## config.mk

```make
export PLATFORM = sky130hd
export DESIGN_NAME = alu_issue_stage
export DESIGN_NICKNAME = d
export VERILOG_FILES = /design/src/rtl/alu_pkg.sv /design/src/rtl/skid_buffer.sv /design/src/rtl/alu_issue_stage.sv
export SDC_FILE = /design/constraint.sdc
export NUM_CORES = 1
export LEC_CHECK = 0
export BUFFER_PORTS_ARGS = -buffer_cell sky130_fd_sc_hd__buf_2
export CAP_MARGIN = 20
export CELL_PAD_IN_SITES_DETAIL_PLACEMENT = 1
export CELL_PAD_IN_SITES_GLOBAL_PLACEMENT = 2
export CORE_ASPECT_RATIO = 1.1
export CORE_MARGIN = 2
export CORE_UTILIZATION = 27
export DETAILED_ROUTE_END_ITERATION = 7
export PLACE_DENSITY = 0.72
export SLEW_MARGIN = 15
export SYNTH_ARGS = -nofsm -noshare
export SYNTH_HDL_FRONTEND = slang
export SYNTH_SLANG_ARGS = --single-unit
```

## constraint.sdc

```tcl
create_clock -name clk -period 1.8 [get_ports clk]
set_clock_uncertainty 0.1 [all_clocks]
set_input_delay 0.18 -clock clk [delete_from_list [all_inputs] [get_ports clk]]
set_output_delay 0.18 -clock clk [all_outputs]
set_load 0.01 [all_outputs]
```

## src/rtl/alu_pkg.sv

```systemverilog
// Shared ALU codes, MIPS opcode/funct constants and the issue bundle type.
package alu_pkg;

    localparam logic [3:0] AluAnd     = 4'b0000;
    localparam logic [3:0] AluOr      = 4'b0001;
    localparam logic [3:0] AluAdd     = 4'b0010;
    localparam logic [3:0] AluXor     = 4'b0011;
    localparam logic [3:0] AluSll     = 4'b0100;
    localparam logic [3:0] AluSgt     = 4'b0101;
    localparam logic [3:0] AluSub     = 4'b0110;
    localparam logic [3:0] AluSlt     = 4'b0111;
    localparam logic [3:0] AluSrl     = 4'b1000;
    localparam logic [3:0] AluSra     = 4'b1001;
    localparam logic [3:0] AluLui     = 4'b1010;
    localparam logic [3:0] AluNor     = 4'b1100;
    localparam logic [3:0] AluIllegal = 4'b1111;

    localparam logic [5:0] OpRtype = 6'h00;
    localparam logic [5:0] OpBeq   = 6'h04;
    localparam logic [5:0] OpBne   = 6'h05;
    localparam logic [5:0] OpAddi  = 6'h08;
    localparam logic [5:0] OpAddiu = 6'h09;
    localparam logic [5:0] OpSlti  = 6'h0A;
    localparam logic [5:0] OpAndi  = 6'h0C;
    localparam logic [5:0] OpOri   = 6'h0D;
    localparam logic [5:0] OpXori  = 6'h0E;
    localparam logic [5:0] OpLui   = 6'h0F;
    localparam logic [5:0] OpLw    = 6'h23;
    localparam logic [5:0] OpSw    = 6'h2B;

    localparam logic [5:0] FnSll  = 6'h00;
    localparam logic [5:0] FnSrl  = 6'h02;
    localparam logic [5:0] FnSra  = 6'h03;
    localparam logic [5:0] FnAdd  = 6'h20;
    localparam logic [5:0] FnAddu = 6'h21;
    localparam logic [5:0] FnSub  = 6'h22;
    localparam logic [5:0] FnSubu = 6'h23;
    localparam logic [5:0] FnAnd  = 6'h24;
    localparam logic [5:0] FnOr   = 6'h25;
    localparam logic [5:0] FnXor  = 6'h26;
    localparam logic [5:0] FnNor  = 6'h27;
    localparam logic [5:0] FnSlt  = 6'h2A;

    typedef struct packed {
        logic [3:0]  alu_ctrl;
        logic [4:0]  inst_10_6;
        logic [31:0] read_data_1;
        logic [31:0] alu_mux_output;
        logic        illegal;
    } alu_bundle_t;

    localparam int unsigned AluBundleWidth = $bits(alu_bundle_t);

    typedef enum logic [1:0] {
        StEmpty,
        StOne,
        StFull
    } skid_state_e;

    typedef enum logic [1:0] {
        BZero,
        BRt,
        BSext,
        BZext
    } opb_sel_e;

endpackage

```

## src/rtl/skid_buffer.sv

```systemverilog
// Two-entry skid buffer: main register drives the outputs, skid register absorbs one extra
// bundle so in_ready never depends on out_ready.
module skid_buffer
    import alu_pkg::*;
#(
    parameter int unsigned WIDTH = 74
) (
    input  logic             clk,
    input  logic             rst,
    input  logic             in_valid,
    output logic             in_ready,
    input  logic [WIDTH-1:0] in_data,
    output logic             out_valid,
    input  logic             out_ready,
    output logic [WIDTH-1:0] out_data
);

    skid_state_e      state_q, state_d;
    logic [WIDTH-1:0] main_q, main_d;
    logic [WIDTH-1:0] skid_q, skid_d;
    logic             accept;
    logic             drain;

    assign in_ready  = (state_q != StFull) & ~rst;
    assign out_valid = (state_q != StEmpty);
    assign out_data  = main_q;
    assign accept    = in_valid & in_ready;
    assign drain     = out_valid & out_ready;

    always_comb begin
        state_d = state_q;
        main_d  = main_q;
        skid_d  = skid_q;
        case (state_q)
            StEmpty: begin
                if (accept) begin
                    main_d  = in_data;
                    state_d = StOne;
                end
            end
            StOne: begin
                if (accept && drain) begin
                    main_d = in_data;
                end else if (accept) begin
                    skid_d  = in_data;
                    state_d = StFull;
                end else if (drain) begin
                    state_d = StEmpty;
                end
            end
            StFull: begin
                // in_ready is low here, so only a drain can happen
                if (drain) begin
                    main_d  = skid_q;
                    state_d = StOne;
                end
            end
            default: state_d = StEmpty;
        endcase
    end

    always_ff @(posedge clk) begin
        if (rst) begin
            state_q <= StEmpty;
            main_q  <= '0;
            skid_q  <= '0;
        end else begin
            state_q <= state_d;
            main_q  <= main_d;
            skid_q  <= skid_d;
        end
    end

endmodule

```

## src/rtl/alu_issue_stage.sv

```systemverilog
// Decode a MIPS instruction into the ALU input bundle and issue it through a skid buffer.
module alu_issue_stage
    import alu_pkg::*;
#(
    parameter logic [5:0] SGT_FUNCT = 6'h2C
) (
    input  logic        clk,
    input  logic        rst,
    input  logic        in_valid,
    output logic        in_ready,
    input  logic [31:0] instr,
    input  logic [31:0] rs_data,
    input  logic [31:0] rt_data,
    output logic        out_valid,
    input  logic        out_ready,
    output logic [3:0]  alu_ctrl,
    output logic [4:0]  inst_10_6,
    output logic [31:0] read_data_1,
    output logic [31:0] alu_mux_output,
    output logic        illegal
);

    logic [5:0]  opcode;
    logic [5:0]  funct;
    logic [15:0] imm;
    logic [3:0]  ctrl;
    opb_sel_e    b_sel;
    alu_bundle_t dec_bundle;
    alu_bundle_t out_bundle;
    logic        unused_reg_fields;

    assign opcode            = instr[31:26];
    assign funct             = instr[5:0];
    assign imm               = instr[15:0];
    // Register numbers arrive already resolved as rs_data/rt_data
    assign unused_reg_fields = ^instr[25:16];

    always_comb begin
        ctrl  = AluIllegal;
        b_sel = BZero;
        case (opcode)
            OpRtype: begin
                b_sel = BRt;
                if (funct == SGT_FUNCT) begin
                    ctrl = AluSgt;
                end else begin
                    case (funct)
                        FnAdd, FnAddu: ctrl = AluAdd;
                        FnSub, FnSubu: ctrl = AluSub;
                        FnAnd:         ctrl = AluAnd;
                        FnOr:          ctrl = AluOr;
                        FnXor:         ctrl = AluXor;
                        FnNor:         ctrl = AluNor;
                        FnSlt:         ctrl = AluSlt;
                        FnSll:         ctrl = AluSll;
                        FnSrl:         ctrl = AluSrl;
                        FnSra:         ctrl = AluSra;
                        default: begin
                            ctrl  = AluIllegal;
                            b_sel = BZero;
                        end
                    endcase
                end
            end
            OpAddi, OpAddiu, OpLw, OpSw: begin
                ctrl  = AluAdd;
                b_sel = BSext;
            end
            OpSlti: begin
                ctrl  = AluSlt;
                b_sel = BSext;
            end
            OpAndi: begin
                ctrl  = AluAnd;
                b_sel = BZext;
            end
            OpOri: begin
                ctrl  = AluOr;
                b_sel = BZext;
            end
            OpXori: begin
                ctrl  = AluXor;
                b_sel = BZext;
            end
            // The ALU itself shifts the immediate into the upper half
            OpLui: begin
                ctrl  = AluLui;
                b_sel = BZext;
            end
            OpBeq, OpBne: begin
                ctrl  = AluSub;
                b_sel = BRt;
            end
            default: begin
                ctrl  = AluIllegal;
                b_sel = BZero;
            end
        endcase
    end

    always_comb begin
        dec_bundle.alu_ctrl    = ctrl;
        dec_bundle.inst_10_6   = instr[10:6];
        dec_bundle.read_data_1 = rs_data;
        dec_bundle.illegal     = (ctrl == AluIllegal);
        case (b_sel)
            BRt:     dec_bundle.alu_mux_output = rt_data;
            BSext:   dec_bundle.alu_mux_output = {{16{imm[15]}}, imm};
            BZext:   dec_bundle.alu_mux_output = {16'h0000, imm};
            default: dec_bundle.alu_mux_output = '0;
        endcase
    end

    skid_buffer #(
        .WIDTH(AluBundleWidth)
    ) u_skid_buffer (
        .clk      (clk),
        .rst      (rst),
        .in_valid (in_valid),
        .in_ready (in_ready),
        .in_data  (dec_bundle),
        .out_valid(out_valid),
        .out_ready(out_ready),
        .out_data (out_bundle)
    );

    assign alu_ctrl       = out_bundle.alu_ctrl;
    assign inst_10_6      = out_bundle.inst_10_6;
    assign read_data_1    = out_bundle.read_data_1;
    assign alu_mux_output = out_bundle.alu_mux_output;
    assign illegal        = out_bundle.illegal;

endmodule

```

==> run metrics <==
CP endpoint kind=flip-flop; Max-slew headroom=65.8%; syn avg cell area=8.10 µm²; Multi-input gate area=3650 µm²; met3 Usage GRT=2.51%; max frequency=583 MHz; power share of the sequential group=42.5%; EDFF count, synth=0; Root Buffer Master=clkbuf_16; Pwr Density=826 nW/µm²; drt pass-1 iters=4; synth unique cells=62; CP arrival=1.92 ns; hpwl dp=16600 µm; CTS tree=yes; multiplexer share of the synthesized area=3.06%; Switch Pwr=2430 µW; Max Slew Vio Count=0; routed wire length=25400 µm; highest ir drop seen on vdd=0.497 mV; Die Height=173 µm; Ports=176; GRT overflow=0; largest net degree at the start of global routing=46; Layout Area Growth over Synthesis=44.5%; reg-to-reg endpoint=u_skid_buffer.out_data[71]$_SDFFE_PP0P_; XOR/XNOR Fraction of Synth Area=0.249%; clock latency on the worst-skew pair=0.43 ns; fillcell total=3050; min Tclk post-route=1.72 ns; Synth Area in Compound Gates=31.2%; # setup viols final=0; Post-Place Cell Area=8770 µm²; post-synthesis simple-gate area fraction=16.6%; met1 usage=23.8%; Setup CP Type=reg2reg; Pwr Total=8380 µW; synthesized area=7020 µm²; placed insts=1387; sw frac=29.0%; synthesized instance count=867; Gate power share=16.1%; hold depth=3; post-detailed-route wirelength per cell=17.0 µm; drt via density=4.94; Final period util=95.3%; Most used DFF post-synth=dfxtp_1; Top Usage Layer GRT=met2; die area=27300 µm²; Placeable Area=25400 µm²; clock buffer depth=2; GR Util All Layers=18.5%; R2R Setup Slk=0.08 ns; Clock Power Share=41.4%; initial core utilization=27.6%; Fin Hold WS=0.0320 ns; largest family of logic cells by synthesized area=compound AO/OA/AOI/OAI gates; TritonCTS buffer count=17; DRC viols=0; status=finished clean; worst hold endpoint=u_skid_buffer.skid_q[16]$_SDFFE_PP0P_; Finished Layout Cells=1491; DR iter-0 viols=323; R2R depth=7; Final #Nets=1232; Pint=5950 µW; hold_sp=rt_data[15]; FP Rows=61; post-synthesis sequential area ratio=42.8%; post-route cell area=10100 µm²; Sequential Area=3010 µm²; Synthesized Nets=967; leak pwr=0.00408 µW; Vias=7365; Worst-Margin Slew=0.514 ns; initial antenna violation count=0; layout cells sized above 1=30.6%; clock sink count=150; async set-reset flop share out of synthesis=0%; ANT nets after route=0; # diodes=0; global-route wire length before repair=40000 µm; M2 GR Usage=32.1%; routability cong.=0.767; DIE WIDTH=158 µm; post-synthesis adder-cell area fraction=0%; IO buf count=165; CTS clock-pin slew for the worst setup and hold paths=0.06 ns; synth warn=0; Crit Path Max Fanout=7; synthesized flop and latch total=150; H-tree Lvls=4; Startpoint Class=flip-flop; Max Cap Violations=0; Worst Hold Class=in2reg; RR Startpoint=u_skid_buffer.state_q[1]$_SDFFE_PP0P_; critical path required time=2.00 ns; vias in the first global route=7527; final hold vios=0
==> area by class of cell <==
| type | count | area share [%] |
|---|---|---|
| clock buffers | 17 | 4.19 |
| well taps | 346 | 4.27 |
| clock inverters | 15 | 1.33 |
| inverters | 5 | 0.185 |
| repair buffers | 331 | 24.5 |
| flip-flops and latches | 150 | 29.6 |
| multi-input cells | 627 | 35.9 |
==> flip-flops by register name (all words and copies together) (netlist names) <==
signal,count
u_skid_buffer.skid_q,74
u_skid_buffer.out_data,74
u_skid_buffer.state_q,2
==> synth_stat cells (2+ instances only) <==
cell | instances | area share, %
nand3_1 | 8 | 0.57
buf_6 | 7 | 1.1
a211oi_1 | 5 | 0.53
a31oi_1 | 14 | 1.2
o31ai_4 | 2 | 0.61
nand2_1 | 181 | 9.7
nor2b_1 | 3 | 0.27
a21oi_2 | 10 | 1.2
o21ai_0 | 65 | 4.6
a311oi_1 | 38 | 4.7
o21ai_1 | 12 | 0.86
inv_1 | 5 | 0.27
buf_2 | 17 | 1.2
a41oi_1 | 8 | 1.0
clkbuf_1 | 52 | 2.8
o2111ai_1 | 15 | 1.9
o21bai_1 | 7 | 0.75
mux2i_1 | 20 | 2.9
xnor2_1 | 2 | 0.25
nor3b_1 | 3 | 0.32
or4_1 | 2 | 0.21
a21o_1 | 2 | 0.21
o21bai_2 | 10 | 1.6
buf_4 | 5 | 0.53
nand2b_1 | 4 | 0.36
nor3_1 | 2 | 0.14
nor2_1 | 59 | 3.2
buf_1 | 4 | 0.21
a21boi_0 | 3 | 0.32
a21oi_1 | 106 | 7.6
o211ai_1 | 16 | 1.7
dfxtp_1 | 150 | 43
==> timing repair <==
| action | in CTS | in global routing |
|---|---|---|
| hold buffers | 63 | 0 |
| setup endpoints to repair | 70 | 54 |
| setup buffers | 3 | 3 |
| endpoints found under the hold margin | 111 | 0 |
| gates resized for setup | 7 | 6 |
| pin swaps | 2 | 1 |
| cloned | 2 | 1 |
==> layer usage <==
metal	vias to the layer above	wire [µm]
met3	22	926
met2	143	12500
met5	-	0
li1	3628	-
met4	0	355
met1	3572	11600
==> cell families after synthesis <==
group | count (synthesis)
xor gates and xnor gates | 2
and+or+nand+nor | 277
buffers and inverters | 90
DFF | 150
AOI/OAI and AO/OA | 327
muxes | 21
==> cell usage in the layout, fill, tap and decap left out, types with 3 or more instances in the layout <==
| cell type | Yosys | final |
|---|---|---|
| nand2_1 | 181 | 180 |
| buf_2 | 17 | 164 |
| dfxtp_1 | 150 | 148 |
| a21oi_1 | 106 | 106 |
| buf_4 | 5 | 85 |
| o21ai_0 | 65 | 65 |
| dlygate4sd3_1 | 0 | 63 |
| nor2_1 | 59 | 56 |
| a311oi_1 | 38 | 38 |
| mux2i_1 | 20 | 19 |
| clkbuf_16 | 0 | 18 |
| o211ai_1 | 16 | 16 |
| o2111ai_1 | 15 | 15 |
| buf_12 | 0 | 14 |
| a31oi_1 | 14 | 13 |
| o21ai_1 | 12 | 12 |
| o21bai_2 | 10 | 10 |
| a21oi_2 | 10 | 10 |
| nand3_1 | 8 | 8 |
| a41oi_1 | 8 | 8 |
| o21bai_1 | 7 | 7 |
| inv_6 | 0 | 6 |
| inv_1 | 5 | 5 |
| a211oi_1 | 5 | 5 |
| inv_8 | 0 | 4 |
| nand2b_1 | 4 | 3 |
| a21boi_0 | 3 | 3 |
| nor2b_1 | 3 | 3 |
| nor2_2 | 0 | 3 |
==> through the flow <==
step	util, %	setup TNS [ns]	worst slack, ns
final	39.9	0	0.0839
after global routing	39.9	-0.00716	-0.00716
after CTS	39.7	0	0.0240
after detailed placement	34.5	-5.34	-0.160
after global placement	34.5	-4.36	-0.137
after floorplan	-	0	0.00677
==> worst max-delay path: stages, from the launching register on <==
cell	delay (ns)
dfxtp_2	0.40
nor3b_2	0.07
buf_4	0.15
a22o_4	0.30
buf_4	0.16
and4_1	0.19
a31oi_1	0.13
o31ai_1	0.08
==> how the worst max path moves through the flow <==
stage	from	end	slack (ns)	depth (start not counted)
finish	u_skid_buffer.state_q[1]$_SDFFE_PP0P_	u_skid_buffer.out_data[71]$_SDFFE_PP0P_	0.08	7
global route	u_skid_buffer.state_q[1]$_SDFFE_PP0P_	u_skid_buffer.out_data[71]$_SDFFE_PP0P_	-0.007	7
CTS	u_skid_buffer.state_q[0]$_SDFFE_PP0P_	in_ready	0.02	4
detailed placement	instr[31]	u_skid_buffer.out_data[21]$_SDFFE_PP0P_	-0.16	9
global placement	instr[28]	u_skid_buffer.out_data[21]$_SDFFE_PP0P_	-0.14	9
floorplan	instr[28]	u_skid_buffer.out_data[28]$_SDFFE_PP0P_	0.007	8
==> power groups by stage <==
stage	Combinational, µW	Sequential (µW)	Clock (µW)
2_1_floorplan	585	3680	0
5_1_grt	1490	3580	3720
3_3_place_gp	1210	3640	0
4_1_cts	1350	3570	3580
3_5_place_dp	1230	3640	0
6_report	1350	3560	3470
No activity file was read; power rests on OpenSTA's default activity.
